===== config.mk =====
export PLATFORM = sky130hd
export DESIGN_NAME = scan_select_sequencer
export DESIGN_NICKNAME = d
export VERILOG_FILES = /design/src/rtl/scan_select_sequencer.sv
export SDC_FILE = /design/constraint.sdc
export NUM_CORES = 1
export LEC_CHECK = 0
export BUFFER_PORTS_ARGS = -buffer_cell sky130_fd_sc_hd__buf_2
export CAP_MARGIN = 40
export CORE_MARGIN = 1.5
export CORE_UTILIZATION = 40
export CTS_BUF_LIST = sky130_fd_sc_hd__clkbuf_4 sky130_fd_sc_hd__clkbuf_8 sky130_fd_sc_hd__clkbuf_16
export CTS_CLUSTER_DIAMETER = 150
export CTS_CLUSTER_SIZE = 30
export DETAILED_ROUTE_END_ITERATION = 8
export PLACE_DENSITY_LB_ADDON = 0.25
export SYNTH_ARGS = -nofsm -noshare
export SYNTH_HDL_FRONTEND = slang
export SYNTH_SLANG_ARGS = --single-unit

===== constraint.sdc =====
create_clock -name clk -period 2.9 [get_ports clk]
set_clock_uncertainty 0.15 [all_clocks]
set_input_delay 0.58 -clock clk [delete_from_list [all_inputs] [get_ports clk]]
set_output_delay 0.58 -clock clk [all_outputs]
set_load 0.01 [all_outputs]

===== src/rtl/scan_select_sequencer.sv =====
// scan_select_sequencer: timed 3-bit code generator that drives the A/B/C
// select inputs of a 3-to-8 one-hot decoder. Each code is held for
// dwell+1 enabled cycles, the scan runs up or down, and the code can be
// frozen or loaded. step/wrap are one-cycle pulses aligned with the first
// cycle a new code is visible.
//
// Edge priority: reset > load > enabled advance/count > hold.
// All outputs come straight from flops, so the decoder sees exactly one
// clean code change per advance.
module scan_select_sequencer #(
   parameter int DWELL_W = 8
) (
   input  logic               clk,
   input  logic               rst_n,
   input  logic               en,
   input  logic               dir,
   input  logic [DWELL_W-1:0] dwell,
   input  logic               load,
   input  logic [2:0]         load_val,
   output logic               A,
   output logic               B,
   output logic               C,
   output logic               step,
   output logic               wrap
);

   logic [2:0]         code_q,  code_d;
   logic [DWELL_W-1:0] timer_q, timer_d;
   logic               step_q,  step_d;
   logic               wrap_q,  wrap_d;

   // Next-state: load wins over run; the >= compare against the live dwell
   // means a shrinking dwell advances on the next enabled edge and the
   // timer never has to wrap through 2^DWELL_W.
   always_comb begin
      code_d  = code_q;
      timer_d = timer_q;
      step_d  = 1'b0;
      wrap_d  = 1'b0;
      if (load) begin
         code_d  = load_val;
         timer_d = '0;
      end else if (en) begin
         if (timer_q >= dwell) begin
            timer_d = '0;
            step_d  = 1'b1;
            if (dir) begin
               code_d = code_q - 3'd1;
               wrap_d = (code_q == 3'd0);
            end else begin
               code_d = code_q + 3'd1;
               wrap_d = (code_q == 3'd7);
            end
         end else begin
            timer_d = timer_q + DWELL_W'(1);
         end
      end
   end

   // State register with synchronous active-low reset.
   always_ff @(posedge clk) begin
      if (!rst_n) begin
         code_q  <= 3'd0;
         timer_q <= '0;
         step_q  <= 1'b0;
         wrap_q  <= 1'b0;
      end else begin
         code_q  <= code_d;
         timer_q <= timer_d;
         step_q  <= step_d;
         wrap_q  <= wrap_d;
      end
   end

   assign A    = code_q[2];
   assign B    = code_q[1];
   assign C    = code_q[0];
   assign step = step_q;
   assign wrap = wrap_q;

endmodule

======== After elaboration in Yosys (flattened, before gate mapping) ========
Index checks and enable logic that the tools add are counted.
word-level totals
  bits in registers ....................... 13
  output and inout bits ................... 5
operators by class
  add/subtract/negate cells ............... 3
  order comparisons ....................... 1
  eq/ne operators ......................... 1
  mux-type cells .......................... 7
  bitwise logic cells ..................... 3
  reduce and logical (&&, ||, !) cells .... 7
operator list
  cell                   count
  $mux W3                4
  $add A8 B1 Y8 const B  1
  $ge A8 B8 Y1           1
  $mux W8                1
  $reduce_bool A2 Y1     2
  $reduce_or A4 Y1       1
  $add A3 B1 Y3 const B  1
  $eq A3 B3 Y1 const B   1
  $logic_not A3 Y1       1
  $not A1 Y1             3
  $reduce_or A3 Y1       1
  $sub A3 B1 Y3 const B  1
  $mux W1                2
  $reduce_and A2 Y1      1
  $reduce_or A2 Y1       1

======== Logic depth before layout (Yosys ltp) ========
Gate-level depths: netlist of run 1.
  depth after elaboration ................. 5
  gate-level depth with buffers ........... 8
  gate-level depth less buffers ........... 7

======== Worst setup path after synthesis of run 1 ========
Ideal clock, no wire load.
  kind .................................... input to register
  start point ............................. input port dwell[6]
  end point ............................... register code_q[1]
  arrival time ............................ 2041 ps
  data required time ...................... 2683 ps
  setup slack ............................. 642 ps
  stages .................................. 7
  buffers on the path ..................... 0
  path through ............................ inv_1 ha_1 and3_4 a221o_1 a22o_4 mux2_4 o21ai_2
between the ends
  word-level cells in the longest chain between the ends .. 3
ends and longest elaborated chain
  item                          RTL line  source
  start: declaration            17        input logic [DWELL_W-1:0] dwell,
  $ge A8 B8 Y1                  44        if (timer_q >= dwell) begin
  $reduce_bool A2 Y1 (no line)  -
  $reduce_and A2 Y1 (no line)   -
  end signal: assignment        68        code_q <= code_d;
  end: declaration              27        logic [2:0] code_q, code_d;
Every way passes these cells.
A chain may end at the register's enable or synchronous reset.

======== Final worst setup path of run 1 ========
Same ends and word-level chain as after synthesis.

==> results of run 1 <==
==> power groups by stage <==
stage	Sequential [uW]	Combinational [uW]	Clock, uW
final	187	47.1	119
after global placement	191	46.8	0
after CTS	187	48.1	126
after detailed placement	191	48.1	0
after global routing	188	54.2	132
after floorplan	191	29.7	0
==> metal layers <==
layer | vias to the layer above | GRT usage
met5 | - | 0
met4 | 0 | 0.0714
met3 | 2 | 0.0278
met2 | 20 | 0.238
met1 | 276 | 0.151
li1 | 352 | -
==> critical path, stage by stage <==
cell and delay, ps:
buf_2 80, inv_1 30, ha_1 290, and3_4 180, a221o_1 350, a22o_4 250, mux2_4 300, o21ai_2 100
==> through the flow <==
step                worst slack, ps  cell area (um2)  utilization  hold WS, ps  power (uW)
floorplan                       642              821            -          333         221
global placement                531              940        0.484          354         238
detailed placement              498              940        0.484          367         239
CTS                             793              970        0.499          375         361
global route                    756              970        0.499          419         374
finish                          794              970        0.499          375         353
==> registers in the layout (all words and copies together), names as in the netlist <==
register / flops
timer_q: 8
code_q: 3
step: 1
wrap: 1
==> cells in the mapped netlist, types with 2 or more instances <==
cell type / n
nand2_1: 5
nand4_1: 3
nor2_1: 12
dfxtp_1: 13
xnor2_1: 3
o21ai_0: 2
ha_1: 9
xor2_1: 5
o211ai_1: 2
nand3_1: 4
inv_1: 11
==> final cells by class <==
cell class | count | area (um2)
Multi-Input combinational cell | 65 | 504
Clock buffer | 4 | 30.0
Timing Repair Buffer | 20 | 100
Tap cell | 27 | 33.8
Inverter | 11 | 41.3
Fill cell | 211 | 972
Sequential cell | 13 | 260
==> cells by family after synthesis <==
family	synth area share
AND/OR/NAND/NOR	0.221
multiplexers	0.0305
buffers and inverters	0.0686
XOR/XNOR	0.0854
flip-flops	0.317
adder cells (fa/ha/maj)	0.162
AO/OA/AOI/OAI	0.116
==> how the worst max path moves through the flow <==
stage | startpoint | end
6_report | dwell[6] | code_q[1]$_SDFFE_PN0P_
5_1_grt | dwell[6] | code_q[1]$_SDFFE_PN0P_
4_1_cts | dwell[6] | code_q[1]$_SDFFE_PN0P_
3_5_place_dp | dwell[6] | code_q[1]$_SDFFE_PN0P_
3_3_place_gp | dwell[6] | code_q[1]$_SDFFE_PN0P_
2_1_floorplan | dwell[6] | code_q[1]$_SDFFE_PN0P_
==> results.sh, run 1 <==
export IMPL_clockBufferDepth=2
export IMPL_category_of_the_most_critical_setup_path="primary input to register"
export IMPL_place_congestion=0.715
export IMPL_placed_cells=136
export IMPL_viasPerCell=4.64
export IMPL_timing_max_cap_violations=0
export IMPL_area_delta_synth_final_pct=18.1
export IMPL_amount_of_wire_on_met2_after_detailed_routing_um=600
export IMPL_grt_start_max_net_pins=9
export IMPL_p_sw_frac=0.240
export IMPL_cts_root_buf="clkbuf_4"
export IMPL_floorplan_core_area_mm2=0.00194
export IMPL_synth_seq_cells=13
export IMPL_hold_path_startpoint="timer_q[7]$_SDFFE_PP0P_"
export IMPL_routed_via_count=650
export IMPL_max_clock_freq_mhz=475
export IMPL_tritoncts_num_buffers=3
export IMPL_worst_slew_pin_transition_ps=384
export IMPL_seqPwrFrac=0.530
export IMPL_finalSetupViolations=0
export IMPL_final_antenna_net_count=0
export IMPL_drt_pass1_iterations=2
export IMPL_cts_tree="done"
export IMPL_final_max_slew_viol_count=0
export IMPL_cellPowerDensity_mw_per_mm2=364
export IMPL_die_h_um=48.3
export IMPL_first_global_vias=647
export IMPL_power_net_switching_uw=84.8
export IMPL_insertion_delay_of_the_later_clocked_pin_in_the_worst_skew_pair_ps=270
export IMPL_mostFrequentLayoutCell="buf_2"
export IMPL_async_reset_ff_frac=0
export IMPL_worst_min_path_class="register to register"
export IMPL_drcViolationCount=0
export IMPL_cts_hold_repair_buffers=0
export IMPL_cts_htree_levels=1
export IMPL_routed_wl_met3_um=73
export IMPL_post_synth_top_area_fraction=0.317
export IMPL_mappedNetlistNets=117
export IMPL_top_signal_layer_used="met4"
export IMPL_worst_endpoint_required_ps=2960
export IMPL_synthesis_area_per_instance_um2=9.02
export IMPL_synth_sequential_area_ratio=0.317
export IMPL_finalCriticalPeriod_ps=2110
export IMPL_max_slew_margin_rel=0.744
export IMPL_drtIter0Drc=1
export IMPL_cts_setup_buffers=0
export IMPL_placementRows=16
export IMPL_synth_cell_types=33
export IMPL_grt_overflow_total=0
export IMPL_reg2reg_slack_ps=860
export IMPL_post_cts_resized_instances=0
export IMPL_hpwlAfterDp_um=1120
export IMPL_io_pin_count=21
export IMPL_antenna_found_initial=0
export IMPL_die_area_mm2=0.00233
export IMPL_horizontal_die_dimension_um=48.3
export IMPL_cts_num_sinks=13
export IMPL_finished_layout_cells=140
export IMPL_globalRouteTotalUtil=0.134
export IMPL_worst_hold_path_endpoint="timer_q[7]$_SDFFE_PP0P_"
export IMPL_placement_io_buffers=20
export IMPL_internal_power_uw=268
export IMPL_critPathMaxFanout=7
export IMPL_setup_worst_path_end_class="register"
export IMPL_worstHoldPathCells=2
export IMPL_power_share_combinational=0.133
export IMPL_synth_cell_area_um2=821
export IMPL_clock_power_share=0.336
export IMPL_total_leakage_power_uw=0.000460
export IMPL_detail_route_wl_per_cell_um=9.74
export IMPL_antenna_diode_count=0
export IMPL_clkTransAtPathRegs_ps=70
export IMPL_reg2reg_to="code_q[1]$_SDFFE_PN0P_"
export IMPL_first_pass_grt_wire_length_um=2460
export IMPL_syn_inst=91
export IMPL_synth_enable_flop_cells=0
export IMPL_rsz_0062_raised_after_global_routing="no"
export IMPL_route_final_wire_length_um=1360
export IMPL_synth_top_cells_by_area="dfxtp_1 (32%), ha_1 (14%), nor2_1 (5.5%)"
export IMPL_timing_setup_tns_ps=0
export IMPL_worstReg2RegStart="timer_q[5]$_SDFFE_PP0P_"
export IMPL_ys_warnings_count=0
export IMPL_netlist_top_cell_by_area="dfxtp_1"
export IMPL_routed_met1_length_um=668
export IMPL_nNetsFinal=140
export IMPL_most_frequently_used_flop_master_after_synthesis="dfxtp_1"
export IMPL_reg2reg_depth=6
export IMPL_post_route_cells_drive_above_1_share=0.274
export IMPL_final_hold_viol_count=0
export IMPL_highest_count_cells_in_the_layout_ignoring_fill_and_taps="buf_2 (20), dfxtp_1 (13), nor2_1 (12)"
export IMPL_fin_crit_sh=0.726
export IMPL_timing_critical_path_arrival_ps=2170
export IMPL_start_util=0.423
export IMPL_worstSetupStartpointType="primary input"
export IMPL_peakVddDrop_v=0.000176
export IMPL_run_status="completed"
(Power assumes the default switching activity.)
==> run 2: changes to the inputs <==
Settings changed: ABC_AREA set to 1.
Clock period 2.9 ns to 1.95 ns, I/O delays scaled along.
==> results.sh, run 2 <==
export IMPL_globalRouteTotalUtil=0.152
export IMPL_mappedNetlistNets=149
export IMPL_detail_route_wl_per_cell_um=9.36
export IMPL_post_route_cells_drive_above_1_share=0.245
export IMPL_power_share_combinational=0.160
export IMPL_detailed_place_area_mm2=0.00101
export IMPL_timing_critical_path_arrival_ps=1810
export IMPL_routed_via_count=798
export IMPL_netlist_top_cell_by_area="dfxtp_1"
export IMPL_synth_cell_types=24
export IMPL_cts_htree_levels=1
export IMPL_power_net_switching_uw=146
export IMPL_area_delta_synth_final_pct=18.7
export IMPL_io_pin_count=21
export IMPL_largest_register_ff_count=8
export IMPL_hpwlAfterDp_um=1320
export IMPL_synth_enable_flop_cells=0
export IMPL_category_of_the_most_critical_setup_path="register to register"
export IMPL_clockBufferDepth=2
export IMPL_max_clock_freq_mhz=570
export IMPL_largestRegisters="timer_q (8), code_q (3)"
export IMPL_cts_hold_repair_buffers=0
export IMPL_ys_warnings_count=0
export IMPL_synth_most_common_cell="nand2_1"
export IMPL_cts_num_sinks=13
export IMPL_clkTransAtPathRegs_ps=80
export IMPL_worst_endpoint_required_ps=2000
export IMPL_placementRows=16
export IMPL_timing_max_cap_violations=0
export IMPL_design_area_mm2=0.00104
export IMPL_hold_path_startpoint="rst_n"
export IMPL_worstReg2RegStart="timer_q[3]$_SDFFE_PP0P_"
export IMPL_synth_top_cells_by_count="nand2_1 (27), inv_1 (22), dfxtp_1 (13), nor2_1 (13)"
export IMPL_reg2reg_depth=10
export IMPL_grt_overflow_total=0
export IMPL_first_pass_grt_wire_length_um=2950
export IMPL_highest_count_cells_in_the_layout_ignoring_fill_and_taps="nand2_1 (27), inv_1 (22), buf_2 (20)"
export IMPL_peakVddDrop_v=0.000493
export IMPL_placement_io_buffers=20
export IMPL_synth_sequential_area_ratio=0.296
export IMPL_finalCriticalPeriod_ps=1750
export IMPL_regMostFlops="timer_q"
export IMPL_synth_cell_area_um2=878
export IMPL_worstHoldPathCells=3
export IMPL_post_cts_resized_instances=0
export IMPL_nNetsFinal=174
export IMPL_floorplan_core_area_mm2=0.00202
export IMPL_p_sw_frac=0.266
export IMPL_total_leakage_power_uw=0.000559
export IMPL_cts_tree="done"
export IMPL_worst_min_path_class="primary input to register"
export IMPL_reg2reg_slack_ps=200
export IMPL_internal_power_uw=403
export IMPL_async_reset_ff_frac=0
export IMPL_place_worst_setup_slack_ps=94.4
export IMPL_worst_hold_path_endpoint="code_q[0]$_SDFFE_PN0P_"
export IMPL_synthesis_area_per_instance_um2=7.14
export IMPL_cts_setup_buffers=0
export IMPL_rsz_0062_raised_after_global_routing="no"
export IMPL_die_area_mm2=0.00249
export IMPL_post_synth_top_area_fraction=0.296
export IMPL_finalSetupViolations=0
export IMPL_antenna_found_initial=0
export IMPL_cellPowerDensity_mw_per_mm2=526
export IMPL_final_max_slew_viol_count=0
export IMPL_insertion_delay_of_the_later_clocked_pin_in_the_worst_skew_pair_ps=280
export IMPL_timing_setup_tns_ps=0
export IMPL_num_fill_cells=196
export IMPL_synth_seq_cells=13
export IMPL_start_util=0.434
export IMPL_viasPerCell=4.59
export IMPL_drtIter0Drc=7
export IMPL_setup_worst_path_end_class="register"
export IMPL_mostFrequentLayoutCell="nand2_1"
export IMPL_seqPwrFrac=0.507
export IMPL_multiInputGateArea_um2=536
export IMPL_final_util=0.515
export IMPL_die_h_um=49.9
export IMPL_run_status="completed"
export IMPL_most_frequently_used_flop_master_after_synthesis="dfxtp_1"
export IMPL_grt_start_max_net_pins=9
export IMPL_drt_pass1_iterations=4
export IMPL_layout_area_seq_um2=260
export IMPL_fin_crit_sh=0.900
export IMPL_clock_power_share=0.333
export IMPL_horizontal_die_dimension_um=49.9
export IMPL_synth_top_cells_by_area="dfxtp_1 (30%), ha_1 (13%), nand2_1 (12%)"
export IMPL_worst_slew_pin_transition_ps=301
export IMPL_drcViolationCount=0
export IMPL_first_global_vias=726
export IMPL_final_antenna_net_count=0
export IMPL_cts_root_buf="clkbuf_4"
export IMPL_critPathMaxFanout=8
export IMPL_worst_slack_ps=195
export IMPL_route_final_wire_length_um=1630
export IMPL_worstSetupStartpointType="register"
export IMPL_max_slew_margin_rel=0.799
export IMPL_antenna_diode_count=0
export IMPL_reg2reg_to="timer_q[6]$_SDFFE_PP0P_"
export IMPL_worst_hold_slack_ps=244
export IMPL_final_hold_viol_count=0
export IMPL_syn_inst=123
export IMPL_place_congestion=0.815
export IMPL_tritoncts_num_buffers=3
-- run 2: critical path: stages, from the launching register on --
cell     delay, ps
dfxtp_1        450
ha_1           290
nand2_1         90
inv_1           40
nand2_1         60
nand2_1         60
nand2_1         80
nand3_2         80
nand2_2        120
nand2_4        100
nor3b_1        180
-- run 2: layer usage --
layer | vias up | global-route usage | routed length (um)
li1 | 438 | - | -
met5 | - | 0 | 0
met4 | 0 | 0.0417 | 0
met3 | 0 | 0.0455 | 79
met1 | 345 | 0.192 | 822
met2 | 15 | 0.249 | 727
-- run 2: power groups by stage --
stage,registers (uW),clock network (uW),logic [uW]
final,278,183,87.7
after global routing,279,205,105
after CTS,278,195,89.0
after detailed placement,285,0,88.4
after global placement,284,0,86.1
after floorplan,285,0,52.9
-- run 2: logic make-up after synthesis --
kind of cell / Yosys count / share of synthesized area
AND/OR/NAND/NOR: 64 / 0.359
XOR/XNOR: 3 / 0.0299
adder cells (fa/ha/maj): 10 / 0.151
buffers and inverters: 22 / 0.0940
AO/OA/AOI/OAI: 11 / 0.0698
flip-flops: 13 / 0.296
-- run 2: worst max path at each step --
stage / startpoint / endpoint / slack (ps)
after floorplan: code_q[1]$_SDFFE_PN0P_ / code_q[2]$_SDFFE_PN0P_ / 270
after global placement: dwell[7] / timer_q[6]$_SDFFE_PP0P_ / 140
after detailed placement: dwell[7] / timer_q[6]$_SDFFE_PP0P_ / 90
after CTS: timer_q[3]$_SDFFE_PP0P_ / timer_q[6]$_SDFFE_PP0P_ / 180
after global routing: timer_q[3]$_SDFFE_PP0P_ / timer_q[6]$_SDFFE_PP0P_ / 10
final: timer_q[3]$_SDFFE_PP0P_ / timer_q[6]$_SDFFE_PP0P_ / 200
-- run 2: final cells by class --
cell class                 count  share of cell area
tap                           27              0.0324
sequential                    13               0.250
inverter                      22              0.0792
timing repair buffer          20              0.0960
clock buffer                   4              0.0288
multi-input combinational     88               0.514
-- run 2: stage by stage --
step,power (uW),cells
final,549,174
after detailed placement,373,170
after floorplan,338,123
after global placement,370,170
after CTS,562,174
after global routing,589,174
==> run 3: changes to the inputs <==
Settings changed: BUFFER_PORTS_ARGS -buffer_cell sky130_fd_sc_hd__buf_2 to -buffer_cell sky130_fd_sc_hd__buf_4, CELL_PAD_IN_SITES_DETAIL_PLACEMENT set to 1, CELL_PAD_IN_SITES_GLOBAL_PLACEMENT set to 1, CORE_UTILIZATION 40 to 36.
==> results.sh, run 3 (synthesis results as in run 2) <==
export IMPL_run_status="completed"
export IMPL_drt_pass1_iterations=2
export IMPL_floorplan_core_area_mm2=0.00225
export IMPL_first_global_vias=809
export IMPL_placed_cells=172
export IMPL_area_delta_synth_final_pct=25.4
export IMPL_drtIter0Drc=3
export IMPL_worstSetupStartpointType="register"
export IMPL_critPathMaxFanout=8
export IMPL_timing_max_cap_violations=0
export IMPL_insertion_delay_of_the_later_clocked_pin_in_the_worst_skew_pair_ps=290
export IMPL_globalRouteTotalUtil=0.166
export IMPL_cts_num_sinks=13
export IMPL_peakVddDrop_v=0.000308
export IMPL_place_congestion=0.729
export IMPL_placementRows=17
export IMPL_viasPerCell=4.78
export IMPL_highest_count_cells_in_the_layout_ignoring_fill_and_taps="nand2_1 (27), inv_1 (22), buf_4 (21)"
export IMPL_p_sw_frac=0.270
export IMPL_grt_start_max_net_pins=9
export IMPL_tritoncts_num_buffers=3
export IMPL_route_final_wire_length_um=1950
export IMPL_antenna_diode_count=0
export IMPL_worst_slack_ps=165
export IMPL_regMostFlops="timer_q"
export IMPL_finalSetupViolations=0
export IMPL_die_area_mm2=0.00275
export IMPL_clockBufferDepth=2
export IMPL_setup_worst_path_end_class="register"
export IMPL_placement_io_buffers=20
export IMPL_internal_power_uw=415
export IMPL_worst_endpoint_required_ps=2010
export IMPL_power_share_combinational=0.184
export IMPL_rsz_0062_raised_after_global_routing="no"
export IMPL_hpwlAfterDp_um=1660
export IMPL_antenna_found_initial=0
export IMPL_cts_tree="done"
export IMPL_fin_crit_sh=0.916
export IMPL_largestRegisters="timer_q (8), code_q (3)"
export IMPL_largest_register_ff_count=8
export IMPL_io_pin_count=21
export IMPL_post_route_cells_drive_above_1_share=0.250
export IMPL_horizontal_die_dimension_um=52.4
export IMPL_cts_htree_levels=1
export IMPL_total_leakage_power_uw=0.000578
export IMPL_finalCriticalPeriod_ps=1790
export IMPL_cellPowerDensity_mw_per_mm2=517
export IMPL_worst_path_largest_cell_delay_ps=440
export IMPL_final_max_slew_viol_count=0
export IMPL_drcViolationCount=0
export IMPL_mostFrequentLayoutCell="nand2_1"
export IMPL_nNetsFinal=175
export IMPL_detail_route_wl_per_cell_um=11.1
export IMPL_cpMostUsedCell="nand2_1"
export IMPL_place_worst_setup_slack_ps=78.5
export IMPL_clock_power_share=0.330
export IMPL_first_pass_grt_wire_length_um=3350
export IMPL_cpMaxStageDelayCell="dfxtp_1"
export IMPL_post_cts_resized_instances=0
export IMPL_timing_critical_path_cells="ha_1 > nand2_1 > inv_1 > nand2_1 > nand2_1 > nand2_1 > nand3_2 > nand2_2 > nand2_4 > nor3b_1"
export IMPL_worst_slew_pin_transition_ps=317
export IMPL_cts_hold_repair_buffers=0
export IMPL_worst_min_path_class="primary input to register"
export IMPL_power_net_switching_uw=154
export IMPL_max_clock_freq_mhz=560
export IMPL_max_slew_margin_rel=0.788
export IMPL_category_of_the_most_critical_setup_path="register to register"
export IMPL_cts_root_buf="clkbuf_4"
export IMPL_final_hold_viol_count=0
export IMPL_seqPwrFrac=0.486
export IMPL_start_util=0.390
export IMPL_finished_layout_cells=176
export IMPL_grt_overflow_total=0
export IMPL_final_antenna_net_count=0
export IMPL_worst_hold_slack_ps=228
export IMPL_die_h_um=52.4
export IMPL_timing_critical_path_arrival_ps=1850
export IMPL_routed_via_count=841
export IMPL_timing_setup_tns_ps=0
export IMPL_cts_setup_buffers=0
export IMPL_clkTransAtPathRegs_ps=80
run 3: cell types whose count changed in the layout (fill, tap and decap cells not counted):
cell and delta:
buf_4 +21, buf_2 -20
run 3: critical path, delay by kind of cell, from the launching register on:
kind                     cells  cell delay [ps]
flip-flops                   1              440
adder cells (fa/ha/maj)      1              290
AND/OR/NAND/NOR              8              780
buffers and inverters        1               40
run 3: power groups by stage:
stage | clock network (uW) | registers, uW | logic [uW]
3_5_place_dp | 0 | 283 | 104
3_3_place_gp | 0 | 283 | 101
6_report | 188 | 277 | 105
4_1_cts | 199 | 277 | 106
5_1_grt | 208 | 278 | 121
2_1_floorplan | 0 | 285 | 52.9
run 3: final timing paths:
kind	start	to	slack, ps	cells past startpoint
max	timer_q[3]$_SDFFE_PP0P_	timer_q[6]$_SDFFE_PP0P_	160	10
min	rst_n	code_q[1]$_SDFFE_PN0P_	230	3
max reg2reg	timer_q[3]$_SDFFE_PP0P_	timer_q[6]$_SDFFE_PP0P_	160	10
min reg2reg	code_q[1]$_SDFFE_PN0P_	code_q[1]$_SDFFE_PN0P_	400	2
run 3: stage by stage:
step,util,cell area (um2),total power (uW)
floorplan,-,878,338
global placement,0.475,1070,384
detailed placement,0.475,1070,388
CTS,0.488,1100,582
global route,0.488,1100,607
finish,0.488,1100,569
run 3: cell type report:
type                       count  area [um2]
fill                         310        1150
multi-input combinational     88         536
sequential                    13         260
timing repair buffer          21         158
inverter                      22        82.6
tap                           28        35.0
clock buffer                   4        30.0
run 3: routing by layer:
| metal | wire, um | part of all wire | GRT usage |
|---|---|---|---|
| met5 | 0 | 0 | 0 |
| met4 | 24 | 0.012 | 0.0641 |
| met3 | 88 | 0.045 | 0.0429 |
| met2 | 945 | 0.48 | 0.279 |
| met1 | 894 | 0.46 | 0.201 |
